<file path="config.mk">
export PLATFORM = sky130hd
export DESIGN_NAME = multicycle_ctrl
export DESIGN_NICKNAME = d
export VERILOG_FILES = /design/src/rtl/multicycle_ctrl.sv
export SDC_FILE = /design/constraint.sdc
export NUM_CORES = 1
export LEC_CHECK = 0
export BUFFER_PORTS_ARGS = -buffer_cell sky130_fd_sc_hd__buf_4
export CAP_MARGIN = 20
export CORE_MARGIN = 5
export CORE_UTILIZATION = 40
export DETAILED_ROUTE_END_ITERATION = 16
export HOLD_SLACK_MARGIN = 0.15
export MAX_ROUTING_LAYER = met4
export PLACE_DENSITY = 0.85
export SLEW_MARGIN = 30
export SYNTH_ARGS = -nofsm -noshare
export SYNTH_HDL_FRONTEND = slang
export SYNTH_SLANG_ARGS = --single-unit
</file>
<file path="constraint.sdc">
create_clock -name clk -period 3.9 [get_ports clk]
set_input_delay 0.78 -clock clk [delete_from_list [all_inputs] [get_ports clk]]
set_output_delay 0.78 -clock clk [all_outputs]
set_load 0.01 [all_outputs]
</file>
<file path="src/rtl/multicycle_ctrl.sv">
// Multicycle RISC-V style control FSM: FETCH/DECODE/EXEC/MEM/WB sequencing with
// a sticky illegal-opcode trap. Pulse outputs are decoded from the registered state.
module multicycle_ctrl (
  input  logic        clk,
  input  logic        rst,
  input  logic [31:0] instr,
  input  logic        mem_ready,
  input  logic        br_taken,
  output logic        mem_req,
  output logic        mem_we,
  output logic        mem_sel_data,
  output logic        ir_we,
  output logic        pc_we,
  output logic [1:0]  pc_sel,
  output logic        reg_we,
  output logic [1:0]  wb_sel,
  output logic        alu_src_b,
  output logic [2:0]  imm_sel,
  output logic        illegal,
  output logic [2:0]  state
);

  typedef enum logic [2:0] {
    S_FETCH  = 3'd0,
    S_DECODE = 3'd1,
    S_EXEC   = 3'd2,
    S_MEM    = 3'd3,
    S_WB     = 3'd4,
    S_TRAP   = 3'd5
  } state_t;

  typedef enum logic [3:0] {
    C_R, C_IALU, C_LOAD, C_STORE, C_BRANCH, C_LUI, C_AUIPC, C_JAL, C_JALR
  } cls_t;

  state_t     r_state, w_next;
  cls_t       r_cls, w_dec_cls;
  logic       w_dec_ok;
  logic [2:0] w_dec_imm, r_imm;
  logic       w_dec_srcb, r_srcb;
  logic       r_illegal;
  logic       w_rd_nz;
  logic       w_unused;

  assign w_rd_nz  = |instr[11:7];
  assign w_unused = ^instr[31:12];

  // Opcode decode; only consumed while in DECODE.
  always_comb begin
    w_dec_ok   = 1'b1;
    w_dec_cls  = C_R;
    w_dec_imm  = 3'b000;
    w_dec_srcb = 1'b0;
    case (instr[6:0])
      7'b0110011: begin w_dec_cls = C_R;      w_dec_imm = 3'b000; w_dec_srcb = 1'b0; end
      7'b0010011: begin w_dec_cls = C_IALU;   w_dec_imm = 3'b001; w_dec_srcb = 1'b1; end
      7'b0000011: begin w_dec_cls = C_LOAD;   w_dec_imm = 3'b001; w_dec_srcb = 1'b1; end
      7'b0100011: begin w_dec_cls = C_STORE;  w_dec_imm = 3'b010; w_dec_srcb = 1'b1; end
      7'b1100011: begin w_dec_cls = C_BRANCH; w_dec_imm = 3'b011; w_dec_srcb = 1'b0; end
      7'b0110111: begin w_dec_cls = C_LUI;    w_dec_imm = 3'b100; w_dec_srcb = 1'b1; end
      7'b0010111: begin w_dec_cls = C_AUIPC;  w_dec_imm = 3'b100; w_dec_srcb = 1'b1; end
      7'b1101111: begin w_dec_cls = C_JAL;    w_dec_imm = 3'b101; w_dec_srcb = 1'b1; end
      7'b1100111: begin w_dec_cls = C_JALR;   w_dec_imm = 3'b001; w_dec_srcb = 1'b1; end
      default:    w_dec_ok = 1'b0;
    endcase
  end

  always_comb begin
    w_next = r_state;
    case (r_state)
      S_FETCH:  if (mem_ready) w_next = S_DECODE;
      S_DECODE: w_next = w_dec_ok ? S_EXEC : S_TRAP;
      S_EXEC: begin
        if (r_cls == C_LOAD || r_cls == C_STORE) w_next = S_MEM;
        else if (r_cls == C_BRANCH)              w_next = S_FETCH;
        else                                     w_next = S_WB;
      end
      S_MEM:    if (mem_ready) w_next = (r_cls == C_STORE) ? S_FETCH : S_WB;
      S_WB:     w_next = S_FETCH;
      S_TRAP:   w_next = S_TRAP;
      default:  w_next = S_FETCH;
    endcase
  end

  // Decode results are latched on DECODE exit and dropped on every return to FETCH.
  always_ff @(posedge clk or negedge rst) begin
    if (!rst) begin
      r_state   <= S_FETCH;
      r_cls     <= C_R;
      r_imm     <= 3'b000;
      r_srcb    <= 1'b0;
      r_illegal <= 1'b0;
    end else begin
      r_state <= w_next;
      if (r_state == S_DECODE) begin
        if (w_dec_ok) begin
          r_cls  <= w_dec_cls;
          r_imm  <= w_dec_imm;
          r_srcb <= w_dec_srcb;
        end else begin
          r_illegal <= 1'b1;
        end
      end
      if (w_next == S_FETCH) begin
        r_imm  <= 3'b000;
        r_srcb <= 1'b0;
      end
    end
  end

  // Everything is gated by rst so outputs clear the instant reset asserts.
  always_comb begin
    mem_req      = 1'b0;
    mem_we       = 1'b0;
    mem_sel_data = 1'b0;
    ir_we        = 1'b0;
    pc_we        = 1'b0;
    pc_sel       = 2'b00;
    reg_we       = 1'b0;
    wb_sel       = 2'b00;
    if (rst) begin
      case (r_state)
        S_FETCH: begin
          mem_req = 1'b1;
          ir_we   = mem_ready;
        end
        S_EXEC: begin
          if (r_cls == C_BRANCH) begin
            pc_we  = 1'b1;
            pc_sel = br_taken ? 2'b01 : 2'b00;
          end
        end
        S_MEM: begin
          mem_req      = 1'b1;
          mem_sel_data = 1'b1;
          mem_we       = (r_cls == C_STORE);
          pc_we        = mem_ready && (r_cls == C_STORE);
        end
        S_WB: begin
          reg_we = w_rd_nz;
          pc_we  = 1'b1;
          case (r_cls)
            C_LOAD:  wb_sel = 2'b01;
            C_JAL:   begin wb_sel = 2'b10; pc_sel = 2'b01; end
            C_JALR:  begin wb_sel = 2'b10; pc_sel = 2'b10; end
            default: ;
          endcase
        end
        default: ;
      endcase
    end
  end

  assign imm_sel   = r_imm;
  assign alu_src_b = r_srcb;
  assign illegal   = r_illegal;
  assign state     = r_state;

endmodule

</file>
; ---- After elaboration in Yosys (flattened, before gate mapping)
; Cells that the tools add are included.
; Widths: inputs -> output; s select.
[totals]
in_bits = 36
register_bits = 12
wordCells = 79
out_inout_bits = 18
[classes]
reduce_logical = 16
bitwise = 1
n_eq_ne = 19
mux = 38
[ops]
columns = cell, count
row1 = $pmux 4 s8, 1
row2 = $pmux 3 s5, 2
row3 = $mux 3, 9
row4 = $eq 7x6->1 const B, 3
row5 = $eq 7x7->1 const B, 3
row6 = $mux 1, 19
row7 = $eq 7x5->1 const B, 2
row8 = $pmux 2 s2, 3
row9 = $reduce_or 9->1, 1
row10 = $eq 4x2->1 const B, 2
row11 = $eq 4x3->1 const B, 2
row12 = $eq 7x2->1 const B, 1
row13 = $reduce_or 7->1, 1
row14 = $eq 3x2->1 const B, 2
row15 = $eq 3x3->1 const B, 2
row16 = $logic_not 3->1, 2
row17 = $mux 2, 3
row18 = $reduce_and 2->1, 3
row19 = $reduce_or 2->1, 3
row20 = $reduce_or 5->1, 1
row21 = $eq 4x4->1 const B, 1
row22 = $reduce_bool 2->1, 2
row23 = $eq 3x1->1 const B, 1
row24 = $pmux 1 s3, 1
row25 = other kinds (4), 4

; ---- Logic depth before layout (Yosys ltp)
[depth]
ltp_word = 8
mapped_depth = 5
depth_no_buf = 4

; ---- Worst setup path after synthesis
; OpenSTA, ideal clock, no wires.
[synth_timing]
path_type = input to output
from = input mem_ready
to = output pc_we
arrival_time_ns = 1.515
path_stages = 4
setup_slack_ns = 1.605
path_buffers = 0
required_ns = 3.120
path_cell_list = nand2_1 or2_1 a21boi_0 o31ai_1
[synth_between]
elab_chain_cells = 3
[synth_rtl]
columns = element, line
row1 = from (decl), 7  ; input logic mem_ready,
row2 = $logic_and 1x1->1, 137  ; pc_we = mem_ready && (r_cls == C_STORE);
row3 = $pmux 1 s3, 122  ; case (r_state)
row4 = $mux 1, 121  ; if (rst) begin
row5 = to (decl), 13  ; output logic pc_we,
; Every way passes these cells.

; ---- Worst setup path after layout
[layout_timing]
from = register r_cls[2]
to = output pc_we
[layout_between]
elab_chain_cells = 4
word_cells_on_any_way = 6
classes_between = eq/ne (2) / mux (3) / reduce/logical (1)
[layout_rtl]
columns = element, line
row1 = from (decl), 37  ; cls_t r_cls, w_dec_cls;
row2 = from (signal assigned), 97  ; r_cls <= w_dec_cls;
row3 = $eq 4x3->1 or $eq 4x2->1 (tied branches), "128, 137"
row4 = $mux 1 or $logic_and 1x1->1 (tied branches), "128, 137"
row5 = $pmux 1 s3 (*), 122
row6 = $mux 1 (*), 121
; Mark *: on every way between the ends. The rest lies on a longest branch, timed or not.

==> results.md <==
* Cell Pwr Density at 372 nW/um^2
* Fin crit share at 65.6%
* Reg clk slew, reported paths at 80 ps
* Vias per cell at 5.70
* Layout cells sized above 1 at 29.9%
* Slew Limit Headroom at 73.8%
* RSZ-0062 raised after global routing: false
* Per-cell routed wire length at 14.5 um
* Slowest stage cell, crit path: dfrtp_1
* Tot GR Track Use at 16.7%
* NetSw at 0.187 mW
* Worst EP required at 3120 ps
* Mapped Nets at 159
* Combinational group share of total power at 41.1%
* Final min period at 2560 ps
* Die Area at 3640 sq um
* Fin cells at 184
* Vias in the first global route at 1027
* Final Skew at 1.79 ps
* Post-synth EDFFs at 0
* Max FO, Critical Path at 11
* CP peak stage delay at 490 ps
* Via count at 1049
* Sequential area share after synthesis at 29.7%
* DRT iter0 DRCs at 40
* CTS buffer count at 3
* P&R area growth vs syn at 28.9%
* Die height at 60.3 um
* Hold Buf Count CTS at 0
* WP data arrival at 1780 ps
* Lkg Pwr at 0.576 nW
* CP bufs+invs at 1
* Setup ws final at 1340 ps
* DRT Wirelength at 2670 um
* Sw Ratio at 38.5%
* # nets final at 191
* Yosys reg bits at 12
* Cell-internal power at 0.299 mW
* Site Rows at 18
* Area of the multi-input gates at 664 sq um
* Setup Slack @ Placement at 1380 ps
* Setup TNS at 0 ps
* Largest net degree at the start of global routing at 16
* Number of buffers inserted by port buffering at 33
* Largest delay share family, worst path: flip-flops
* Seq pwr share at 38.5%
* TritonCTS clock tree: yes
* Die Wd at 60.3 um
* Wire length of the first global-routing pass at 4510 um
* Antenna cells at 0
* Sequential cell area at 300 sq um
* Startpoint types: flip-flop
* Fin. max-slew vios at 0
* CP Cell Sequence: nand3b_1 > or2_1 > a21boi_0 > o31ai_1 > buf_4
* Warnings from Yosys at 0
* DRT antenna net count at 0
* Most frequent cells in the layout: buf_4 (33), nand2_1 (13), dfrtp_1 (12)
* Clock buffer depth at 2
* Worst VDD drop at 0.209 mV
* Gr ovfl total at 0
* Initial Util at 41.2%
* I/O Pins at 54
* DR DRC count at 0
* Top FF cell, synth: dfrtp_1
* Commonest non-fill, non-tap cell in the layout: buf_4
* Asr flop ratio synth at 100%
* Setup Buffers After CTS at 0
* Cell Area, Synth at 1010 sq um
* Max_cap viols at 0
* DP Cell Count at 180
* TritonRoute pass-1 iters at 4
* HP Class: in2async
* Fmax at 391 MHz
* Worst skew pair latency at 270 ps
* CP Capture Type: output pin
* Outcome: completed
* Final hold violations at 0
* Post-DP HPWL at 2050 um
* Filler cell count at 236
* Sink Count at 12
* PostCTS Resize Cnt at 0
* Tightest Pin Transition at 392 ps
* H-Tree Depth at 1
* Gate Count Post-Synth at 123
* CTS root buf: clkbuf_4
* Final RePlAce weighted congestion at 0.919
* Setup Viol. Count Final at 0
* Critical setup path kind: reg2out
* Area of the core at 2450 sq um
* Clock Power Share at 20.4%
* Initial antenna violation count at 0
* Yosys cell types at 49
* Average cell area after synthesis at 8.23 sq um
-- area by class of cell --
cell class | instances | share of cell area (%)
Clock buffer | 4 | 2.78
Multi-Input combinational cell | 100 | 50.9
Timing Repair Buffer | 33 | 19.0
Sequential cell | 12 | 23.0
Tap cell | 30 | 2.88
Inverter | 5 | 1.44
-- cell usage after synthesis, types with 2 or more instances --
master,n,area (sq um)
a21oi_1,6,30.0
a311oi_1,2,17.5
a32oi_1,2,17.5
and3b_1,3,26.3
buf_2,5,25.0
dfrtp_1,12,300
inv_1,5,18.8
mux2_4,2,30.0
nand2_1,13,48.8
nand2b_1,6,37.5
nand3_1,3,15.0
nand4_1,2,12.5
nor2_1,10,37.5
nor2_2,2,12.5
nor2b_1,3,18.8
nor3_1,3,15.0
o211ai_1,2,15.0
o21ai_0,4,20.0
o21ai_1,2,10.0
o21ba_2,2,20.0
o31ai_1,2,15.0
o41ai_1,2,17.5
or4_1,2,15.0
xnor2_1,3,26.3
-- worst register-to-register path, stage by stage, from the launching register on --
cell and delay [ps]:
dfrtp_1 580, nor3b_2 320, nand2_1 160, nor2_2 260, mux2_4 330
-- layer usage --
metal / part of all wire, % / wire length, um / vias up / track usage, %
li1: - / - / 523 / -
met1: 44 / 1190 / 486 / 20.6
met2: 47 / 1250 / 36 / 28.1
met3: 7.3 / 194 / 4 / 1.51
met4: 1.3 / 35 / 0 / 6.33
met5: 0 / 0 / - / -
-- power groups by stage --
| stage | Clock (mW) | Combinational [mW] | Sequential (mW) |
|---|---|---|---|
| final | 0.0991 | 0.200 | 0.187 |
| after global routing | 0.107 | 0.223 | 0.192 |
| after CTS | 0.0990 | 0.201 | 0.186 |
| after detailed placement | 0 | 0.200 | 0.188 |
| after global placement | 0 | 0.195 | 0.187 |
| after floorplan | 0 | 0.132 | 0.177 |
-- final timing paths --
kind	cells past startpoint	startpoint	slack, ps	end
setup / recovery	5	r_cls[2]	1340	pc_we
hold / removal	1	rst	340	state[2]
hold reg to reg	1	illegal	470	illegal
max in group asynchronous	1	rst	3390	alu_src_b
min in group clk	1	illegal	470	illegal
setup reg to reg	4	state[0]	2140	r_cls[0]
-- sequential cells by signal (all words and copies together), names as in the netlist --
register / count
alu_src_b: 1
imm_sel: 3
illegal: 1
r_cls: 4
state: 3
-- stage by stage --
| step | total power, mW | cell area (sq um) | hold slack, ps | utilization [%] |
|---|---|---|---|---|
| global placement | 0.381 | 1270 | 452 | 51.7 |
| floorplan | 0.308 | 1010 | 484 | - |
| global route | 0.521 | 1310 | 345 | 53.2 |
| CTS | 0.486 | 1310 | 344 | 53.2 |
| finish | 0.486 | 1310 | 344 | 53.2 |
| detailed placement | 0.388 | 1270 | 457 | 51.7 |
-- cell families after synthesis --
kind of cell,Yosys count,synth area share [%]
simple gates,58,32.3
compound gates,36,26.8
flops,12,29.7
buf+inv,11,4.70
mux,3,3.96
xor+xnor,3,2.60
Power figures use the tool's default switching activity.
